File: src/rtl/id_ex_issue_stage.sv
// rtl/id_ex_issue_stage.sv - ID/EX issue stage with RAW bubble insertion, wb tagging and forwarding (optional ISSUE_PERF_CNT_EN perf counters)
module id_ex_issue_stage #(
  parameter int          DRAIN_CYCLES = 2,
  parameter logic [5:0]  BUBBLE_OP    = 6'h3F,
  parameter int          CNT_W        = 16
) (
  input  logic              clk,
  input  logic              rst,
  input  logic              in_valid,
  output logic              in_ready,
  input  logic [5:0]        in_opcode,
  input  logic [4:0]        in_rs1,
  input  logic [4:0]        in_rs2,
  input  logic [4:0]        in_rd,
  input  logic [31:0]       rf_a,
  input  logic [31:0]       rf_b,
  output logic              alu_load,
  output logic [31:0]       alu_a,
  output logic [31:0]       alu_b,
  output logic [5:0]        alu_opcode,
  input  logic [31:0]       alu_result,
  output logic              wb_valid,
  output logic [4:0]        wb_rd,
  output logic [31:0]       wb_data
`ifdef ISSUE_PERF_CNT_EN
  ,
  output logic [CNT_W-1:0]  perf_stall,
  output logic [CNT_W-1:0]  perf_drain
`endif
);

  localparam int IDLE_W = (DRAIN_CYCLES > 1) ? $clog2(DRAIN_CYCLES) : 1;
  localparam logic [IDLE_W-1:0] DRAIN_LAST = IDLE_W'(DRAIN_CYCLES - 1);

  typedef enum logic {S_EMPTY, S_PEND} state_t;

  state_t            state_q, state_d;
  logic              pend_valid_q, pend_valid_d;
  logic [4:0]        pend_rd_q, pend_rd_d;
  logic [IDLE_W-1:0] idle_q, idle_d;
  logic              wb_valid_q;
  logic [4:0]        wb_rd_q;

  logic              hazard;
  logic [31:0]       fwd_a, fwd_b;
  logic              hazard_bubble, drain_bubble;

  // RAW hazard against the instruction still sitting in the ALU operand registers
  assign hazard = (state_q == S_PEND) && in_valid && (pend_rd_q != 5'd0) &&
                  ((in_rs1 == pend_rd_q) || (in_rs2 == pend_rd_q));

  // Operand bypass from the result currently on the writeback bus
  assign fwd_a = (wb_valid_q && (wb_rd_q != 5'd0) && (wb_rd_q == in_rs1)) ? alu_result : rf_a;
  assign fwd_b = (wb_valid_q && (wb_rd_q != 5'd0) && (wb_rd_q == in_rs2)) ? alu_result : rf_b;

  assign wb_valid = wb_valid_q;
  assign wb_rd    = wb_rd_q;
  assign wb_data  = alu_result;

  // Next-state and issue decision: issue, hazard bubble, drain bubble or idle
  always_comb begin
    state_d       = state_q;
    pend_valid_d  = pend_valid_q;
    pend_rd_d     = pend_rd_q;
    idle_d        = idle_q;
    in_ready      = 1'b0;
    alu_load      = 1'b0;
    alu_opcode    = BUBBLE_OP;
    alu_a         = 32'd0;
    alu_b         = 32'd0;
    hazard_bubble = 1'b0;
    drain_bubble  = 1'b0;
    if (!rst) begin
      if (hazard) begin
        alu_load      = 1'b1;
        hazard_bubble = 1'b1;
        state_d       = S_EMPTY;
        pend_valid_d  = 1'b0;
        pend_rd_d     = 5'd0;
        idle_d        = '0;
      end else begin
        in_ready = 1'b1;
        if (in_valid) begin
          alu_load     = 1'b1;
          alu_opcode   = in_opcode;
          alu_a        = fwd_a;
          alu_b        = fwd_b;
          pend_valid_d = 1'b1;
          pend_rd_d    = in_rd;
          state_d      = S_PEND;
          idle_d       = '0;
        end else if (state_q == S_PEND) begin
          if (idle_q == DRAIN_LAST) begin
            alu_load     = 1'b1;
            drain_bubble = 1'b1;
            state_d      = S_EMPTY;
            pend_valid_d = 1'b0;
            pend_rd_d    = 5'd0;
            idle_d       = '0;
          end else begin
            idle_d = idle_q + IDLE_W'(1);
          end
        end
      end
    end
  end

  // State, pending-instruction tag and idle counter registers
  always_ff @(posedge clk or posedge rst) begin
    if (rst) begin
      state_q      <= S_EMPTY;
      pend_valid_q <= 1'b0;
      pend_rd_q    <= 5'd0;
      idle_q       <= '0;
    end else begin
      state_q      <= state_d;
      pend_valid_q <= pend_valid_d;
      pend_rd_q    <= pend_rd_d;
      idle_q       <= idle_d;
    end
  end

  // Each load computes the previously held instr, so tag its result one cycle
  always_ff @(posedge clk or posedge rst) begin
    if (rst) begin
      wb_valid_q <= 1'b0;
      wb_rd_q    <= 5'd0;
    end else if (alu_load) begin
      wb_valid_q <= pend_valid_q;
      wb_rd_q    <= pend_rd_q;
    end else begin
      wb_valid_q <= 1'b0;
    end
  end

`ifdef ISSUE_PERF_CNT_EN
  logic [CNT_W-1:0] perf_stall_q, perf_drain_q;

  // Saturating counters of hazard and drain bubbles
  always_ff @(posedge clk or posedge rst) begin
    if (rst) begin
      perf_stall_q <= '0;
      perf_drain_q <= '0;
    end else begin
      if (hazard_bubble && (perf_stall_q != '1)) perf_stall_q <= perf_stall_q + CNT_W'(1);
      if (drain_bubble && (perf_drain_q != '1)) perf_drain_q <= perf_drain_q + CNT_W'(1);
    end
  end

  assign perf_stall = perf_stall_q;
  assign perf_drain = perf_drain_q;
`else
  logic unused_perf;
  assign unused_perf = hazard_bubble ^ drain_bubble;
`endif

endmodule

File: config.mk
export PLATFORM = sky130hd
export DESIGN_NAME = id_ex_issue_stage
export DESIGN_NICKNAME = d
export VERILOG_FILES = /design/src/rtl/id_ex_issue_stage.sv
export SDC_FILE = /design/constraint.sdc
export NUM_CORES = 1
export LEC_CHECK = 0
export CELL_PAD_IN_SITES_DETAIL_PLACEMENT = 0
export CELL_PAD_IN_SITES_GLOBAL_PLACEMENT = 1
export CORE_MARGIN = 8
export CORE_UTILIZATION = 18
export CTS_CLUSTER_DIAMETER = 150
export DETAILED_ROUTE_END_ITERATION = 10
export GPL_TIMING_DRIVEN = 0
export PLACE_DENSITY = 0.81
export SLEW_MARGIN = 15
export SYNTH_ARGS = -nofsm -noshare
export SYNTH_HDL_FRONTEND = slang
export SYNTH_SLANG_ARGS = --single-unit
File: constraint.sdc
create_clock -name clk -period 2.35 [get_ports clk]
set_input_delay 0.235 -clock clk [delete_from_list [all_inputs] [get_ports clk]]
set_output_delay 0.235 -clock clk [all_outputs]
set_load 0.03 [all_outputs]
==> results.md <==
- Status: finished, violations left
- Violated checks: setup timing
- Hpwl dp: 9780 um
- Tot GR Track Use: 15.0%
- Routed wire length: approximately 12000 um
- CP arrival: 2.21 ns
- Crit. End Element: output pin
- Post-synth top area share: a little under a third
- Final Hold Vio Count: 0
- DIE HEIGHT: 125 um
- Drt via density: 4.32
- Core Area: 0.0115 sq mm
- Clock Tree Buf Depth: 2
- Avg Synthesized Cell Area: around 8 sq um
- Worst-path clk slew: 0.04 ns
- #FFs+latches synth: 14
- Tot Pwr: 0.00194 W
- # hold bufs at CTS: 0
- CP Max Fanout: 5
- Synthesized Nets: 388
- Synth unique cells: 29
- Num CTS Buffers: 3
- CTS tree: done
- Die area: 0.0156 sq mm
- Max Transition Viols Final: 0
- H-Tree Depth: 1
- Most numerous cell in the Yosys netlist: nor2_1
- # rows: 39
- Total congestion overflow: 0
- N_diodes: 0
- Fmax: 0.409 GHz
- Synth area leaders: mux2i_1 30%, dfrtp_1 16%, nor2_1 12%, buf_4 11%, xor2_1 5.8%
- Sink Count: 14
- Worst path required time: 2.12 ns
- Startpoint Class: flip-flop
- Worst Hold Depth: 2
- Main synth FF type: dfrtp_1
- Worst-margin pin slew: 0.557 ns
- Worst hold slack: 0.476 ns
- DIE WIDTH: 125 um
- Io pins: 230
- Vias in the first global route: 3145
- Placed cell areas: roughly 0.0046 sq mm
- Worst Reg-to-Reg Cells: 8
- Fraction of layout cells with a size suffix above 1: 33.2%
- Setup ws final: -0.0962 ns
- Crit Path Category: reg -> out
- Post-route minimum period: 2.45 ns
- First-pass GRT wire length: 19000 um
- DRC: 0
- Yosys warns: 0
- Post-route cell area: 0.00507 sq mm
- Max_cap viols: 0
- Worst-Skew Late Latency: 0.24 ns
- Seq/Total Area, Yosys: 16.5%
- Final setup TNS: -3.22 ns
- Routability cong.: 0.790
- Maximum vdd drop: 442 uV
- Pwr dens: 382 mW/mm^2
- Post-synth top area cell: mux2i_1
- Final net count: between 600 and 700
- Vias: 2909
- Number of synthesized flops with an enable pin: 0
- Tcrit/Tclk final: 104%
- Leakage power: 2.12 nW
- Clk root buf: clkbuf_16
- Synth async-reset ratio: 100%
- Routed Antenna Nets: 0
- Routed len/inst: 18.5 um
- RSZ-0062 raised after global routing: true
- PortBufs: 229
- Max-slew headroom: 62.8%
- Cells after Synth: 268
- Area Overhead vs Synth: 138%
- Endpoints failing setup: 68
- Initial Util: 18.5%
- Worst Hold Class: reg -> reg
- Synth cell count leaders: 70 x nor2_1, 64 x mux2i_1, 32 x buf_4
- Mapped Area: 0.00213 sq mm
- Pre-antenna DRT Iters: 4
- Iteration-0 DRC Markers: 92
- Clock Skew: ~0.0027 ns
- Pin count of the biggest net entering global routing: 16
- Filler cells: 1165
- Initial antenna violation count: 0
## metrics by stage
stage,setup WS [ns],cells,utilization [%]
final,-0.0962,673,44.2
after global routing,-0.194,673,44.2
after CTS,-0.144,664,42.8
after detailed placement,-0.865,640,40.1
after global placement,-0.843,640,40.1
after floorplan,0.0387,268,-
## routing by layer
| metal | up-vias | GRT usage (%) | part of all wire, % |
|---|---|---|---|
| li1 | 1405 | - | - |
| met1 | 1347 | 16.3 | 38 |
| met2 | 155 | 28.3 | 53 |
| met3 | 2 | 5.11 | 9.0 |
| met4 | 0 | 0.850 | 0.064 |
| met5 | - | 0 | 0 |
## cell type report
class | count | area [sq um] | area share [%]
clock buffer | 3 | 75.1 | 1.48
timing repair buffer | 258 | 2500 | 49.2
sequential | 14 | 357 | 7.03
inverter | 2 | 7.51 | 0.148
buffer | 47 | 447 | 8.81
multi-input combinational | 206 | 1510 | 29.8
tap | 143 | 179 | 3.53
## cells in the final DEF (no fill, tap or decap), types with 2 or more instances in the layout
| master | count |
|---|---|
| xnor2_1 | 5 |
| buf_4 | 114 |
| buf_8 | 2 |
| buf_16 | 3 |
| dfrtp_2 | 5 |
| nor2_1 | 69 |
| nor3_2 | 2 |
| or4_4 | 2 |
| xor2_1 | 14 |
| o21ai_4 | 3 |
| buf_12 | 8 |
| buf_6 | 13 |
| dfrtp_1 | 9 |
| inv_1 | 2 |
| o21ai_0 | 2 |
| clkdlybuf4s50_1 | 156 |
| mux2i_2 | 6 |
| a32o_1 | 5 |
| nor4_4 | 2 |
| or2_2 | 2 |
| clkbuf_16 | 5 |
| nand2_1 | 18 |
| mux2i_1 | 58 |
| a21oi_1 | 2 |
| or2_1 | 6 |
## logic make-up after synthesis
group | count (synthesis) | synth area share [%]
AO/OA/AOI/OAI | 14 | 5.71
XOR/XNOR | 20 | 8.24
buffers and inverters | 49 | 16.9
flip-flops | 14 | 16.5
multiplexers | 64 | 30.1
AND/OR/NAND/NOR | 107 | 22.6
## power breakdown
group / total (W) / leakage (nW) / internal [W] / switching (W)
registers: 0.000370 / 0.169 / 0.000299 / 0.0000710
logic: 0.00126 / 1.91 / 0.000641 / 0.000619
clock network: 0.000308 / 0.0370 / 0.000222 / 0.0000863
total: 0.00194 / 2.12 / 0.00116 / 0.000777
## timing repair
| action | 4_1_cts | 5_1_grt |
|---|---|---|
| gates resized for setup | 479 | 16 |
| setup buffers | 16 | 7 |
| endpoints found under the setup margin | 71 | 71 |
| cloned | 5 | 2 |
| pin swaps | 13 | 12 |
## final timing paths
check | from | endpoint | slack (ns)
setup / recovery | wb_rd[2] | alu_a[10] | -0.1
hold / removal | pend_valid_q | pend_valid_q | 0.48
setup reg to reg | pend_rd_q[0] | pend_rd_q[0] | 0.32
hold reg to reg | pend_valid_q | pend_valid_q | 0.48
max in group asynchronous | rst | pend_rd_q[0] | 1.45
min in group asynchronous | rst | state_q | 0.50
## critical path, cell delays in order, from the launching register on
cell and delay (ns):
dfrtp_2 0.40, or4_4 0.55, o21ai_4 0.21, nor4_4 0.08, buf_6 0.15, buf_12 0.13, mux2i_1 0.11, nor2_1 0.15
buf_4 0.19
## state kept, by name (all words and copies together), names as in the netlist
register	flops
pend_rd_q	5
wb_rd	5
idle_q	1
pend_valid_q	1
state_q	1
wb_valid	1
Power figures use the tool's default switching activity.
